$ cat config.mk
export PLATFORM = sky130hd
export DESIGN_NAME = ddot_feeder
export DESIGN_NICKNAME = d
export VERILOG_FILES = /design/src/rtl/ddot_feeder_pkg.sv /design/src/rtl/ddot_result_fifo.sv /design/src/rtl/ddot_feeder.sv
export SDC_FILE = /design/constraint.sdc
export NUM_CORES = 1
export LEC_CHECK = 0
export CAP_MARGIN = 20
export CORE_UTILIZATION = 35
export CTS_BUF_LIST = sky130_fd_sc_hd__clkbuf_8
export CTS_CLUSTER_SIZE = 14
export DETAILED_ROUTE_END_ITERATION = 8
export SYNTH_ARGS = -nofsm -noshare
export SYNTH_HDL_FRONTEND = slang
export SYNTH_SLANG_ARGS = --single-unit
$ cat constraint.sdc
create_clock -name clk -period 5.6 [get_ports clk]
set_clock_uncertainty 0.05 [all_clocks]
set_input_delay 0.56 -clock clk [delete_from_list [all_inputs] [get_ports clk]]
set_output_delay 0.56 -clock clk [all_outputs]
set_load 0.01 [all_outputs]
$ cat src/rtl/ddot_feeder_pkg.sv
// Shared definitions for the dot-product feeder: widths, FSM encoding, element payload.
package ddot_feeder_pkg;

  localparam int unsigned DATA_W  = 32;
  localparam int unsigned LANES   = 4;
  localparam int unsigned BEATS   = 2;
  localparam int unsigned VEC_LEN = LANES * BEATS;
  localparam int unsigned IDX_W   = 3;

  localparam logic [DATA_W-1:0] FP32_ZERO = 32'h0000_0000;

  localparam logic [1:0] ST_FILL        = 2'd0;
  localparam logic [1:0] ST_WAIT_CREDIT = 2'd1;
  localparam logic [1:0] ST_BEAT0       = 2'd2;
  localparam logic [1:0] ST_BEAT1       = 2'd3;

  typedef struct packed {
    logic [DATA_W-1:0] x;
    logic [DATA_W-1:0] y;
  } elem_pair_t;

endpackage

$ cat src/rtl/ddot_result_fifo.sv
// Synchronous first-word-fall-through FIFO with registered head/valid outputs.
module ddot_result_fifo #(
  parameter int unsigned DEPTH = 4,
  parameter int unsigned WIDTH = 32
) (
  input  logic                     clk,
  input  logic                     rst,
  input  logic                     push,
  input  logic [WIDTH-1:0]         din,
  input  logic                     pop,
  output logic                     valid,
  output logic [WIDTH-1:0]         dout,
  output logic [$clog2(DEPTH):0]   count
);

  localparam int unsigned AW = $clog2(DEPTH);
  localparam int unsigned CW = AW + 1;

  logic [WIDTH-1:0] mem [DEPTH];
  logic [AW-1:0]    wr_ptr;
  logic [AW-1:0]    rd_ptr;
  logic [AW-1:0]    rd_nxt;
  logic [CW-1:0]    cnt_nxt;
  logic [WIDTH-1:0] head_nxt;
  logic             do_push;
  logic             do_pop;

  // Next pointers/count and the head word visible after this cycle (no same-cycle bypass).
  always_comb begin
    do_pop   = pop & valid;
    do_push  = push & ((count != CW'(DEPTH)) | do_pop);
    cnt_nxt  = count + CW'(do_push) - CW'(do_pop);
    rd_nxt   = rd_ptr + AW'(do_pop);
    head_nxt = mem[rd_nxt];
    if (do_push && (wr_ptr == rd_nxt)) head_nxt = din;
    if (cnt_nxt == '0) head_nxt = '0;
  end

  // Storage, pointers and registered outputs.
  always_ff @(posedge clk) begin
    if (rst) begin
      wr_ptr <= '0;
      rd_ptr <= '0;
      count  <= '0;
      valid  <= 1'b0;
      dout   <= '0;
      for (int unsigned i = 0; i < DEPTH; i++) mem[i] <= '0;
    end else begin
      if (do_push) mem[wr_ptr] <= din;
      wr_ptr <= wr_ptr + AW'(do_push);
      rd_ptr <= rd_nxt;
      count  <= cnt_nxt;
      valid  <= (cnt_nxt != '0);
      dout   <= head_nxt;
    end
  end

endmodule

$ cat src/rtl/ddot_feeder.sv
// Packs scalar (x,y) pairs into two 4-lane beats for the dot unit and buffers its results.
module ddot_feeder
  import ddot_feeder_pkg::*;
#(
  parameter int unsigned RES_DEPTH = 4
) (
  input  logic              clk,
  input  logic              rst,
  input  logic              s_valid,
  output logic              s_ready,
  input  logic [DATA_W-1:0] s_x,
  input  logic [DATA_W-1:0] s_y,
  input  logic              s_last,
  output logic              dd_ready,
  output logic [DATA_W-1:0] dd_x0,
  output logic [DATA_W-1:0] dd_x1,
  output logic [DATA_W-1:0] dd_x2,
  output logic [DATA_W-1:0] dd_x3,
  output logic [DATA_W-1:0] dd_y0,
  output logic [DATA_W-1:0] dd_y1,
  output logic [DATA_W-1:0] dd_y2,
  output logic [DATA_W-1:0] dd_y3,
  input  logic              dd_vld,
  input  logic [DATA_W-1:0] dd_z,
  output logic              m_valid,
  input  logic              m_ready,
  output logic [DATA_W-1:0] m_z,
  output logic              busy,
  output logic              err_unexp
);

  localparam int unsigned CRW = $clog2(RES_DEPTH) + 1;

  logic [1:0]        state, state_nxt;
  logic [IDX_W-1:0]  idx, idx_nxt;
  elem_pair_t        stage [VEC_LEN];
  elem_pair_t        stage_nxt [VEC_LEN];
  logic [CRW-1:0]    credits, credits_nxt;
  logic [CRW-1:0]    outst, outst_nxt;
  logic [CRW-1:0]    fifo_count, fifo_cnt_nxt;
  logic [DATA_W-1:0] lane_x_q [LANES];
  logic [DATA_W-1:0] lane_y_q [LANES];
  logic [DATA_W-1:0] lane_x_nxt [LANES];
  logic [DATA_W-1:0] lane_y_nxt [LANES];
  logic              s_hs, issue, res_push, res_pop, unexp, busy_nxt;

  assign dd_x0 = lane_x_q[0];
  assign dd_x1 = lane_x_q[1];
  assign dd_x2 = lane_x_q[2];
  assign dd_x3 = lane_x_q[3];
  assign dd_y0 = lane_y_q[0];
  assign dd_y1 = lane_y_q[1];
  assign dd_y2 = lane_y_q[2];
  assign dd_y3 = lane_y_q[3];

  // Result buffer; credits guarantee it is never pushed while full.
  ddot_result_fifo #(
    .DEPTH (RES_DEPTH),
    .WIDTH (DATA_W)
  ) u_res_fifo (
    .clk   (clk),
    .rst   (rst),
    .push  (res_push),
    .din   (dd_z),
    .pop   (m_ready),
    .valid (m_valid),
    .dout  (m_z),
    .count (fifo_count)
  );

  // Next-state, staging, credit bookkeeping and next values of the registered outputs.
  always_comb begin
    state_nxt = state;
    idx_nxt   = idx;
    stage_nxt = stage;
    issue     = 1'b0;
    s_hs      = s_valid & s_ready;

    case (state)
      ST_FILL: begin
        if (s_hs) begin
          stage_nxt[idx] = {s_x, s_y};
          if ((idx == IDX_W'(VEC_LEN - 1)) || s_last) begin
            for (int unsigned i = 0; i < VEC_LEN; i++) begin
              if (i > 32'(idx)) stage_nxt[i] = {FP32_ZERO, FP32_ZERO};
            end
            idx_nxt   = '0;
            state_nxt = (credits != '0) ? ST_BEAT0 : ST_WAIT_CREDIT;
          end else begin
            idx_nxt = idx + IDX_W'(1);
          end
        end
      end
      ST_WAIT_CREDIT: begin
        if (credits != '0) state_nxt = ST_BEAT0;
      end
      ST_BEAT0: begin
        issue     = 1'b1;
        state_nxt = ST_BEAT1;
      end
      ST_BEAT1: begin
        state_nxt = ST_FILL;
        idx_nxt   = '0;
        for (int unsigned i = 0; i < VEC_LEN; i++) stage_nxt[i] = {FP32_ZERO, FP32_ZERO};
      end
      default: state_nxt = ST_FILL;
    endcase

    res_push     = dd_vld & (outst != '0);
    unexp        = dd_vld & (outst == '0);
    res_pop      = m_valid & m_ready;
    credits_nxt  = credits - CRW'(issue) + CRW'(res_pop);
    outst_nxt    = outst + CRW'(issue) - CRW'(res_push);
    fifo_cnt_nxt = fifo_count + CRW'(res_push) - CRW'(res_pop);

    for (int unsigned k = 0; k < LANES; k++) begin
      lane_x_nxt[k] = FP32_ZERO;
      lane_y_nxt[k] = FP32_ZERO;
      if (state_nxt == ST_BEAT0) begin
        lane_x_nxt[k] = stage_nxt[k].x;
        lane_y_nxt[k] = stage_nxt[k].y;
      end else if (state_nxt == ST_BEAT1) begin
        lane_x_nxt[k] = stage_nxt[k + LANES].x;
        lane_y_nxt[k] = stage_nxt[k + LANES].y;
      end
    end

    busy_nxt = (state_nxt != ST_FILL) | (idx_nxt != '0) | (outst_nxt != '0) | (fifo_cnt_nxt != '0);
  end

  // State, staging, counters and registered outputs.
  always_ff @(posedge clk) begin
    if (rst) begin
      state     <= ST_FILL;
      idx       <= '0;
      credits   <= CRW'(RES_DEPTH);
      outst     <= '0;
      s_ready   <= 1'b0;
      dd_ready  <= 1'b0;
      busy      <= 1'b0;
      err_unexp <= 1'b0;
      for (int unsigned i = 0; i < VEC_LEN; i++) stage[i] <= '0;
      for (int unsigned k = 0; k < LANES; k++) begin
        lane_x_q[k] <= '0;
        lane_y_q[k] <= '0;
      end
    end else begin
      state     <= state_nxt;
      idx       <= idx_nxt;
      stage     <= stage_nxt;
      credits   <= credits_nxt;
      outst     <= outst_nxt;
      s_ready   <= (state_nxt == ST_FILL);
      dd_ready  <= (state_nxt == ST_BEAT0) | (state_nxt == ST_BEAT1);
      busy      <= busy_nxt;
      err_unexp <= err_unexp | unexp;
      lane_x_q  <= lane_x_nxt;
      lane_y_q  <= lane_y_nxt;
    end
  end

endmodule

Word-level counts from Yosys, hierarchy flattened
Memory sizes are Yosys's and may differ from the RTL's. A register that Yosys moved wholly into a read port is not among the register bits.
Index checks and enable logic that the tools add are counted.
- order comparisons: 9
- add/sub/neg operators: 11
- muxes and demuxes: 46
- bitwise logic cells: 12
- reductions and logical operators: 15
- equal/unequal tests: 7
- operator list (cell ; count):
    $pmux 512 s2 ; 1
    $mux 32 ; 17
    $bwmux 512 ; 1
    $mux 512 ; 1
    $mux 64 ; 8
    $mux 448 ; 1
    $demux 64 s3 ; 1
    $reduce_or 32->1 ; 1
    $reduce_bool 3->1 ; 6
    $add 3x1->3 ; 4
    $gt 3x3->1 const A ; 4
    $sub 3x1->3 ; 4
    $mux 2 ; 5
    $eq 2x2->1 const B ; 4
    $pmux 2 s4 ; 1
    $mux 1 ; 7
    $gt 2x3->1 const A ; 2
    $logic_not 3->1 ; 2
    $mux 3 ; 2
    $or 1x1->1 ; 6
    $pmux 3 s2 ; 1
    $and 1x1->1 ; 5
    $add 2x1->2 ; 2
    $ge 4x4->1 const B ; 1
    other kinds (12) ; 13
- input bits: 102
- memories kept: 1
- memory bits (writable): 128
- register bits after elaboration: 791
- memory list (memory ; words ; width ; read ports ; clocked after memory_dff ; wr ports ; line ; source):
    u_res_fifo.mem ; 4 ; 32 ; 1 ; 1 ; 4 ; ddot_result_fifo.sv:19 ; logic [WIDTH-1:0] mem [DEPTH];

Depth between registers and ports, before layout
Gate-level depths: netlist of run 1.
- word-level depth: 12
- mapped depth: 13

By module
From an unflattened synthesis of run 1, not the netlist that was laid out.
- cells, all modules: 3490
- area total of the unflattened synthesis: 37513.5 um2
- modules (own cells, without submodules) (module ; cells each ; sequential area each (um2) ; area each (um2) ; instances):
    ddot_feeder ; 2990 ; 15675.0 ; 30235.2 ; 1
    ddot_result_fifo ; 500 ; 4644.5 ; 7278.2 ; 1

Worst setup path after synthesis of run 1
No wires, ideal clock.
- path kind: input -> register
- start point: input m_ready
- end point: register u_res_fifo.dout[0] (read register of u_res_fifo.mem)
- slack: 2.668 ns
- buffers on the path: 2
- stages on the path: 11
- arrival time: 2.807 ns
- cells stage by stage: nand2_1 a41oi_1 ha_1 inv_1 fa_1 xor2_1 a31oi_1 clkbuf_1 clkbuf_1 nand3_1 o21ai_0
- longest elaborated chain between the ends: 7
- elaborated cells between the ends (all ways): 8
- classes of those cells: 3 x add/sub; 3 x bitwise; 2 x reduce/logical
- RTL lines (what ; line ; source):
    start, declared ; ddot_feeder.sv:26 ; input logic m_ready,
    $and 1x1->1 (*) ; ddot_result_fifo.sv:30 ; do_pop = pop & valid;
    $or 1x1->1 ; ddot_result_fifo.sv:31 ; do_push = push & ((count != CW'(DEPTH)) | do_pop);
    $and 1x1->1 ; ddot_result_fifo.sv:31 ;
    $add 3x1->3 ; ddot_result_fifo.sv:32 ; cnt_nxt = count + CW'(do_push) - CW'(do_pop);
    $sub 3x1->3 ; ddot_result_fifo.sv:32 ;
    $logic_not 3->1 ; ddot_result_fifo.sv:36 ; if (cnt_nxt == '0) head_nxt = '0;
    $reduce_or 2->1 (no source line) ; - ;
    end, declared ; ddot_result_fifo.sv:12 ; output logic [WIDTH-1:0] dout,
Every way passes the cells marked *; elsewhere a longest branch is shown, timed or not.
A chain may end at the register's enable or synchronous reset.

Worst setup path in the final report of run 1
- start point: register idx[2]
- end point: register lane_x_q, in the netlist dd_x1[31]
- longest elaborated chain between the ends: 12
- elaborated cells between the ends (all ways): 23
- classes of those cells: 4 x order compare; 3 x eq/ne; 13 x mux; 1 x bitwise; 2 x reduce/logical
- RTL lines (what ; line ; source):
    start, declared ; ddot_feeder.sv:35 ; logic [IDX_W-1:0] idx, idx_nxt;
    start signal, assigned ; ddot_feeder.sv:149 ; idx <= idx_nxt;
    $not 3->4 (implied by the code) ; ddot_feeder.sv:82 ; stage_nxt[idx] = {s_x, s_y};
    $ge 4x4->1 (implied by the code) or $lt 4x1->1 (tied branches) ; ddot_feeder.sv:82 ;
    $logic_and 1x1->1 (implied by the code) ; ddot_feeder.sv:82 ;
    $mux 64 (implied by the code) ; ddot_feeder.sv:82 ;
    $demux 64 s3 ; ddot_feeder.sv:82 ;
    $bwmux 512 ; ddot_feeder.sv:82 ;
    $mux 64 ; ddot_feeder.sv:85 ; if (i > 32'(idx)) stage_nxt[i] = {FP32_ZERO, FP32_ZERO};
    $mux 448 ; ddot_feeder.sv:83 ; if ((idx == IDX_W'(VEC_LEN - 1)) || s_last) begin
    $mux 512 ; ddot_feeder.sv:81 ; if (s_hs) begin
    $pmux 512 s2 ; ddot_feeder.sv:79 ; case (state)
    $mux 32 ; ddot_feeder.sv:122 ; end else if (state_nxt == ST_BEAT1) begin
    $mux 32 (*) ; ddot_feeder.sv:119 ; if (state_nxt == ST_BEAT0) begin
    end signal, assigned ; ddot_feeder.sv:157 ; lane_x_q <= lane_x_nxt;
    end, declared ; ddot_feeder.sv:41 ; logic [DATA_W-1:0] lane_x_q [LANES];
Marked as above.

==> results.toml, run 1 <==
[global_routing]
first_global_vias = 25700
groute.layer.met3.usage_pct = 3.98
sum_of_overflow_across_all_layers_after_global_routing = 0
global_route.usage.met2_pct = 34.3
fraction_of_met1_tracks_used_by_global_routing_pct = 28.7
gr-max-usage-layer = "met2"
grt_pass1_wl_mm = 166
grt_start_max_net_pins = 67
antenna_found_initial = 4
global_route.usage.total_pct = 21.3

[yosys]
synth-edff-count = 128
synth-seq-cells = 951
yosys_warnings = 0
syn_area_um2 = 35400
yosys.area.top_type_share_pct = 46.6
synth.area.top_cells = "dfxtp_1 47%, edfxtp_1 11%, mux2i_1 4.5%"
yosysMostFrequentCell = "dfxtp_1"
ys_seq_area_share_pct = 57.4
avgSynthCellArea_um2 = 10.4
synth_top_cells_by_count = "823 x dfxtp_1, 394 x nand2_1, 301 x nor2_1"
yosys.area.top_type = "dfxtp_1"
synthCells = 3393
yosys.cell_types.count = 63
synth_nets = 3514
synth_ff_type = "dfxtp_1"
synthArstFlopShare_pct = 0

[cts]
clock_latency_late_sink_ns = 0.83
cts.htree.levels = 4
clk_path_buf_depth = 3
clock_tree_sinks = 951
cts.repair_timing.setup_buffer_count = 0
clock-root-buffer = "clkbuf_8"
total_cts_buffers = 162
postCtsHoldBufs = 0
post_cts.resized_instances = 0
path_clk_slew_ns = 0.06
cts_tree = "built"

[placed_design]
place_ws_ns = 1.58
dpl.hpwl_mm = 63.5
routabilityCongestion = 0.751
buffer_ports.inserted = 394

[drt]
wl_mm = 111
antenna_violating_nets_post_route = 0
starting_drt_drc_count = 1906
via_count = 26100
drcViolationCount = 0
post_drt_wl_per_cell_um = 21.9
firstDrtPassIters = 5
detail_route.vias_per_cell = 5.12

[power]
worst_ir_drop_vdd_mv = 0.429
p_leak_nw = 15.7
p_sw_mw = 6.44
comb_power_share_pct = 26.6
p_sw_share_pct = 34.8
p_seq_share_pct = 40.6
clock_power_share_pct = 32.9
power_dens_cells_nw_per_um2 = 425
cell_internal_pwr_mw = 12.1

[status]
status = "finished, final reports clean"

[worst_hold_path]
hold_path.startpoint = "rst"
whs_endpoint = "u_res_fifo.count[1]"
timing.hold.worst_path_depth = 2
timing.hold.worst.class = "in2reg"

[worst_setup_path]
r2r.worst_path.cells = 7
reg2reg_setup_slack_ns = 1.66
path_class = "reg2reg"
arrival_ns = 4.60
critPathLaunchType = "register"
worst_endpoint_required_time_ns = 6.27
critical_r2r_launch = "idx[2]"
worst_r2r_endpoint = "dd_x1[31]"
worst-path-max-fanout = 59
setup.worst_path.end_class = "register"

[die]
die_width_um = 320
fp-row-count = 116
i_o_pins = 395
initial_utilization_pct = 35.3
die_height_um = 320
fp.dieArea_um2 = 102000
core_um2 = 100000

[timing]
grt_setup_unrepaired = "false"
worstMarginPinSlew_ns = 1.10
finalMaxSlewViolations = 0
post-route-min-period_ns = 3.94
slew-limit-headroom_pct = 26.5
timing.final.ws_setup_ns = 1.66
timing_hold_violations_final = 0
max_freq_ghz = 0.254
setup-violations-final = 0
setup_tns_ns = 0
min_period_over_period_pct = 70.3

[cells_and_area]
fillers = 9507
layout_top_registers = "stage x512, u_res_fifo.mem x128"
multi_input_area_um2 = 13700
largest_register_ffs = 512
drive_above_1_share_pct = 13.4
top_register = "stage"
syn_to_final_growth_pct = 22.9
postLayoutCoreUtil_pct = 43.4
final_net_count = 3788
sequential_cell_area_um2 = 20300

[run]
drv_cap = 0
==> logic make-up after synthesis <==
| logic type | Yosys count | synth area share (%) |
|---|---|---|
| AOI/OAI and AO/OA | 674 | 12.2 |
| xor gates and xnor gates | 10 | 0.247 |
| adders and majority gates | 19 | 0.757 |
| buffers and inverters | 384 | 4.59 |
| DFF | 951 | 57.4 |
| muxes | 319 | 11.7 |
| and+or+nand+nor | 1036 | 13.1 |
==> worst max-delay path: stages (launching register included) <==
cell	delay, ns
dfxtp_1	0.82
ha_1	0.34
o211ai_2	0.17
mux2i_1	0.29
o2bb2ai_4	0.42
or2_4	0.74
buf_12	0.49
mux2_2	0.41
==> metal layers <==
layer / wire (um) / up-vias
li1: - / 12300
met1: 50400 / 12800
met2: 51600 / 874
met3: 6720 / 173
met4: 2650 / 2
met5: 11 / -
==> power by group through the flow <==
stage	logic, mW	registers, mW	clock network [mW]
after detailed placement	4.95	7.65	0
after CTS	4.97	7.51	6.23
final	4.91	7.51	6.08
after global routing	5.21	7.54	6.55
after global placement	4.93	7.65	0
after floorplan	3.07	7.66	0
==> per-stage QoR <==
stage / area (um2) / total power [mW] / std cells / hold WS, ns
floorplan: 35400 / 10.7 / 3393 / 0.384
global placement: 40200 / 12.6 / 4798 / 0.392
detailed placement: 40300 / 12.6 / 4800 / 0.402
CTS: 43500 / 18.7 / 5088 / 0.0182
global route: 43500 / 19.3 / 5091 / 0.0468
finish: 43500 / 18.5 / 5091 / 0.0904
==> worst max-delay path by stage <==
stage	cells past startpoint	end	slack, ns	start
after CTS	7	dd_x1[31]	1.67	idx[2]
after detailed placement	7	dd_x1[31]	1.58	s_valid
after global routing	7	dd_x1[31]	1.53	idx[2]
after global placement	7	dd_x1[31]	1.63	s_last
final	7	dd_x1[31]	1.66	idx[2]
after floorplan	11	u_res_fifo.dout[0]	2.67	m_ready
==> cells in the final DEF, fill, tap and decap left out, types with 64 or more instances in the layout <==
cell             instances
a22o_1                  64
clkbuf_8               196
dfxtp_1                823
edfxtp_1               128
nand2_1                389
o2bb2ai_1              101
a21oi_1                260
nor2_1                 300
and2_1                 131
mux2i_1                159
o21ai_0                161
mux2_4                 100
nand3_1                100
clkdlybuf4s50_1        393
inv_1                  111
==> cell type report <==
cell class / count / area share, %
flip-flops and latches: 951 / 46.7
multi-input cells: 2058 / 31.6
repair buffers: 441 / 10.2
clock buffers: 196 / 6.20
well taps: 1298 / 3.73
clock inverters: 92 / 1.10
inverters: 53 / 0.457
diodes: 2 / 0.0115
Note: power is estimated with default switching activity, not from simulation.
==> run 2, diff against run 1 <==
==> constraint.sdc (replaced) <==
create_clock -name clk -period 3.45 [get_ports clk]
set_clock_uncertainty 0.05 [all_clocks]
set_input_delay 0.345 -clock clk [delete_from_list [all_inputs] [get_ports clk]]
set_output_delay 0.345 -clock clk [all_outputs]
set_load 0.01 [all_outputs]
==> run 2 against run 1 <==
  * Cell area rose by 1.2%
  * Die area did not move
  * Critical path depth rose by 1
  * First-iteration DRC count rose by 3.5%
  * Hold slack improved by 0.036 ns
  * Wire length fell by 2.2%
  * Core utilization rose by 0.52 points
  * Non-clock buffer count rose by 36
  * Final cell count rose by 0.59%
  * Worst setup slack got worse by 1.2 ns
  * Critical endpoint is now dd_x1[8]
  * Largest power group unchanged
==> results.toml, run 2 (synthesized netlist as in run 1, its figures left out) <==
[timing]
setup_tns_ns = 0
post-route-min-period_ns = 2.97
max_freq_ghz = 0.337
timing.final.ws_setup_ns = 0.479
finalMaxSlewViolations = 0
worstMarginPinSlew_ns = 1.01
timing_hold_violations_final = 0
grt_setup_unrepaired = "false"
slew-limit-headroom_pct = 32.6
min_period_over_period_pct = 86.1
setup-violations-final = 0
timing.hold.ws_ns = 0.126

[cells_and_area]
final_net_count = 3825
layout_top_registers = "stage x512, u_res_fifo.mem x128"
postLayoutCoreUtil_pct = 44.0
top_register = "stage"
largest_register_ffs = 512
layout.cells.most_common_list = "823 x dfxtp_1, 393 x clkdlybuf4s50_1, 389 x nand2_1"
post-route-cell-area_um2 = 44000
fillers = 9468
drive_above_1_share_pct = 14.1
syn_to_final_growth_pct = 24.4
layout_commonest_cell = "dfxtp_1"

[worst_hold_path]
timing.hold.worst.class = "in2reg"
timing.hold.worst_path_depth = 3

[drt]
post_drt_wl_per_cell_um = 21.3
starting_drt_drc_count = 1972
detail_route.vias_per_cell = 5.09
via_count = 26100
drcViolationCount = 0
firstDrtPassIters = 8
wl_mm = 109
antenna_violating_nets_post_route = 0

[worst_setup_path]
max_stage_delay_ns = 0.41
setup.worst_path.end_class = "register"
cp_common_cell = "ha_1"
path_class = "reg2reg"
worst-path-max-fanout = 71
r2r.worst_path.cells = 8
arrival_ns = 3.62
worstPathCellList = "ha_1 -> ha_1 -> o211ai_2 -> nor2_1 -> a211o_4 -> or2_4 -> buf_12 -> mux2_4"
worst_endpoint_required_time_ns = 4.10
critPathLaunchType = "register"
master_of_the_slowest_instance_on_the_critical_path = "dfxtp_1"

[cts]
clock_latency_late_sink_ns = 0.83
total_cts_buffers = 163
post_cts.resized_instances = 0
cts_tree = "built"
clk_path_buf_depth = 3
cts.htree.levels = 4
clock-root-buffer = "clkbuf_8"
cts.repair_timing.setup_buffer_count = 0
clock_tree_sinks = 951
path_clk_slew_ns = 0.06

[die]
initial_utilization_pct = 35.3
core_um2 = 100000
fp.dieArea_um2 = 102000
die_width_um = 320
die_height_um = 320
i_o_pins = 395
fp-row-count = 116

[global_routing]
grt_pass1_wl_mm = 163
first_global_vias = 25800
grt_start_max_net_pins = 98
antenna_found_initial = 5
global_route.usage.total_pct = 20.9
sum_of_overflow_across_all_layers_after_global_routing = 0

[placed_design]
placed_area_um2 = 40700
dpl.hpwl_mm = 65.5
routabilityCongestion = 0.767
place_ws_ns = 0.379
buffer_ports.inserted = 394

[power]
clock_power_share_pct = 33.3
p_leak_nw = 15.9
comb_power_share_pct = 26.7
p_sw_mw = 10.3
p_sw_share_pct = 33.8
power_dens_cells_nw_per_um2 = 694
p_seq_share_pct = 40.0
worst_ir_drop_vdd_mv = 0.865
cell_internal_pwr_mw = 20.2

[run]
drv_cap = 0

[status]
status = "finished, final reports clean"
-- run 2: cell types whose count changed in the layout (fill, tap and decap cells not counted), sizes merged --
cell,change
bufinv,+4
clkbuf,+4
clkinv,-7
inv,-7
buf,+35
dlygate4sd3,+1
-- run 2: worst max-delay path, delay by kind of cell, from the launching register on --
family	cells	cell delay [ns]
buf+inv	1	0.20
flops	1	0.41
mux	1	0.41
simple gates	2	0.43
fa+ha+maj	2	0.47
compound gates	2	0.71
-- run 2: area by class of cell --
| type | count | area, um2 | area share [%] |
|---|---|---|---|
| sequential | 951 | 20300 | 46.2 |
| multi-input combinational | 2058 | 13700 | 31.2 |
| timing repair buffer | 477 | 4890 | 11.1 |
| clock buffer | 200 | 2750 | 6.25 |
| tap | 1298 | 1620 | 3.69 |
| clock inverter | 82 | 500 | 1.14 |
| inverter | 53 | 199 | 0.452 |
| antenna | 2 | 5.00 | 0.0114 |
-- run 2: per-layer routing --
| metal | vias up | global-route usage (%) | part of all wire, % | wire length (um) |
|---|---|---|---|---|
| met3 | 160 | 4.51 | 5.9 | 6470 |
| met2 | 824 | 33.7 | 46 | 50600 |
| met1 | 12800 | 27.9 | 45 | 49300 |
| li1 | 12300 | - | - | - |
| met4 | 0 | 6.75 | 2.4 | 2580 |
| met5 | - | 0 | 0 | 0 |
-- run 2: timing repair --
item,4_1_cts,5_1_grt
hold buffers,1,0
hold endpoints to repair,11,0
endpoints found under the setup margin,0,0
-- run 2: final timing paths --
check | start | endpoint | slack (ns)
worst max-delay path | idx[0] | dd_x1[8] | 0.48
worst min-delay path | dd_vld | err_unexp | 0.13
worst max register to register | idx[0] | dd_x1[8] | 0.48
worst min register to register | stage[415] | stage[415] | 0.41
-- run 2: stage by stage --
step,power (mW),instances
after floorplan,17.4,3393
after global placement,20.7,4836
after detailed placement,20.7,4836
after CTS,30.9,5119
after global routing,31.9,5120
final,30.5,5121
-- run 2: power groups by stage --
stage | Combinational (mW) | Clock [mW] | Sequential (mW)
after CTS | 8.28 | 10.4 | 12.2
final | 8.16 | 10.2 | 12.2
after global routing | 8.65 | 11.0 | 12.3
after floorplan | 4.98 | 0 | 12.4
after detailed placement | 8.23 | 0 | 12.4
after global placement | 8.21 | 0 | 12.4
==> run 3, diff against run 2 <==
--- a/config.mk
+++ b/config.mk
@@ -6,10 +6,11 @@
 export NUM_CORES = 1
 export LEC_CHECK = 0
 export CAP_MARGIN = 20
-export CORE_UTILIZATION = 35
-export CTS_BUF_LIST = sky130_fd_sc_hd__clkbuf_8
+export CORE_UTILIZATION = 37
+export CTS_BUF_LIST = sky130_fd_sc_hd__clkbuf_16
 export CTS_CLUSTER_SIZE = 14
 export DETAILED_ROUTE_END_ITERATION = 8
+export RECOVER_POWER = 25
 export SYNTH_ARGS = -nofsm -noshare
 export SYNTH_HDL_FRONTEND = slang
 export SYNTH_SLANG_ARGS = --single-unit
==> run 3 against run 2 <==
  * Sequential power about the same
  * Combinational power about the same
  * Cell area rose by 0.13%
  * Sequential share of layout area shrank 0.059 points
  * Global-route usage increased by 0.78 points
  * First-iteration DRC count shrank 4.3%
  * Clock power is 6% higher
  * Core utilization is 2.5 points higher
  * Hold slack improved by 0.066 ns
  * Wire length decreased by 1.2%
  * Clock-buffer cell count down 94
  * Worst setup slack lost 0.14 ns
  * Critical endpoint is now dd_x1[0]
  * Largest power group unchanged
  * Highest routed layer is now met5
==> results.toml, run 3 (synthesized netlist as in run 1, its figures left out) <==
[status]
status = "finished, final reports clean"

[timing]
grt_setup_unrepaired = "false"
post-route-min-period_ns = 3.11
slew-limit-headroom_pct = 11.6
setup-violations-final = 0
max_freq_ghz = 0.322
timing.final.ws_setup_ns = 0.342
finalMaxSlewViolations = 0
timing_hold_violations_final = 0
worstMarginPinSlew_ns = 1.32
min_period_over_period_pct = 90.1
setup_tns_ns = 0

[worst_setup_path]
critical_r2r_launch = "idx[0]"
r2r.worst_path.cells = 8
reg2reg_setup_slack_ns = 0.34
worst-path-max-fanout = 46
path_class = "reg2reg"
arrival_ns = 3.60
worstPathCellList = "ha_1 -> ha_1 -> o211ai_2 -> mux2i_1 -> o2bb2ai_4 -> or2_4 -> buf_12 -> mux2_4"
worst_path_dominant_cell_family = "multiplexers"
setup.worst_path.end_class = "register"
master_of_the_slowest_instance_on_the_critical_path = "or2_4"
critPathLaunchType = "register"
max_stage_delay_ns = 0.60
path_buf_inv = 1
cp_common_cell = "ha_1"
worst_r2r_endpoint = "dd_x1[0]"
worst_endpoint_required_time_ns = 3.94

[cts]
clock_latency_late_sink_ns = 0.66
cts_tree = "built"
post_cts.resized_instances = 0
cts.htree.levels = 3
path_clk_slew_ns = 0.06
clock_tree_sinks = 951
postCtsHoldBufs = 0
clk_path_buf_depth = 3
clock-root-buffer = "clkbuf_16"
total_cts_buffers = 102
cts.repair_timing.setup_buffer_count = 0

[cells_and_area]
layout_top_registers = "stage x512, u_res_fifo.mem x128"
layout.cells.most_common_list = "823 x dfxtp_1, 389 x nand2_1, 300 x nor2_1"
largest_register_ffs = 512
final_net_count = 3765
syn_to_final_growth_pct = 24.5
multi_input_area_um2 = 13700
post_layout_nonfiller_instances = 4996
fillers = 8728
top_register = "stage"
sequential_cell_area_um2 = 20300
layout_commonest_cell = "dfxtp_1"
drive_above_1_share_pct = 12.2

[global_routing]
sum_of_overflow_across_all_layers_after_global_routing = 0
grt_pass1_wl_mm = 162
global_route.usage.total_pct = 21.7
first_global_vias = 25200
antenna_found_initial = 3
grt_start_max_net_pins = 98

[die]
fp-row-count = 113
fp.dieArea_um2 = 96900
die_width_um = 311
die_height_um = 311
initial_utilization_pct = 37.3
core_um2 = 94900
i_o_pins = 395

[drt]
wl_mm = 108
post_drt_wl_per_cell_um = 21.6
via_count = 25700
drcViolationCount = 0
firstDrtPassIters = 5
starting_drt_drc_count = 1888
antenna_violating_nets_post_route = 0
detail_route.vias_per_cell = 5.14

[power]
p_seq_share_pct = 39.1
worst_ir_drop_vdd_mv = 0.655
cell_internal_pwr_mw = 20.9
comb_power_share_pct = 26.3
clock_power_share_pct = 34.6
p_leak_nw = 16.8
power_dens_cells_nw_per_um2 = 707
p_sw_share_pct = 32.9
p_sw_mw = 10.2

[placed_design]
dpl.hpwl_mm = 65.2
place_ws_ns = 0.165
dp.cells = 4805
routabilityCongestion = 0.776
buffer_ports.inserted = 394

[run]
drv_cap = 0

[worst_hold_path]
whs_endpoint = "u_res_fifo.count[0]"
timing.hold.worst.class = "in2reg"
hold_path.startpoint = "rst"
timing.hold.worst_path_depth = 3
## run 3: cell types whose count changed in the layout (fill, tap and decap cells not counted), moves of 7 or more
cell             delta
clkbuf_8          -200
clkbuf_16         +106
buf_4               -7
clkinv_1           +19
clkdlybuf4s50_1   -292
inv_1              -31
dlygate4sd3_1     +291
buf_12              +7
## run 3: layout make-up
cell class,count,area share [%]
diodes,2,0.0114
multi-input cells,2058,31.1
inverters,53,0.451
well taps,1265,3.59
flip-flops and latches,951,46.1
clock inverters,83,1.46
clock buffers,106,6.02
repair buffers,478,11.3
## run 3: layer usage
metal,wire [um],GRT usage [%]
met1,48600,29.5
met2,50700,35.5
met3,5640,3.69
met4,2730,6.25
met5,15,0
## run 3: worst max path at each step
stage | from | to | slack (ns) | depth (start not counted)
2_1_floorplan | u_res_fifo.valid | u_res_fifo.dout[0] | 0.69 | 11
3_3_place_gp | s_last | dd_y3[22] | 0.23 | 7
3_5_place_dp | s_last | dd_y3[22] | 0.17 | 7
4_1_cts | idx[0] | dd_y3[21] | 0.29 | 8
5_1_grt | outst[1] | u_res_fifo.dout[1] | 0.20 | 7
6_report | idx[0] | dd_x1[0] | 0.34 | 8
## run 3: power groups by stage
stage,logic [mW],clock network [mW],registers [mW]
after global routing,8.70,11.4,12.2
after CTS,8.38,11.0,12.2
after global placement,8.31,0,12.4
after floorplan,4.98,0,12.4
after detailed placement,8.36,0,12.4
final,8.18,10.8,12.2
## run 3: tightest hold or removal path, stage by stage
cell and delay, ns:
buf_2 0.14, buf_4 0.26, nor2_1 0.12
## run 3: stage by stage
stage | utilization, % | total power [mW] | area [um2] | hold WS, ns
detailed placement | 43.0 | 20.8 | 40800 | 0.400
CTS | 46.5 | 31.6 | 44100 | 0.170
global route | 46.5 | 32.4 | 44100 | 0.182
global placement | 43.0 | 20.8 | 40800 | 0.393
finish | 46.5 | 31.1 | 44100 | 0.192
floorplan | - | 17.4 | 35400 | 0.384
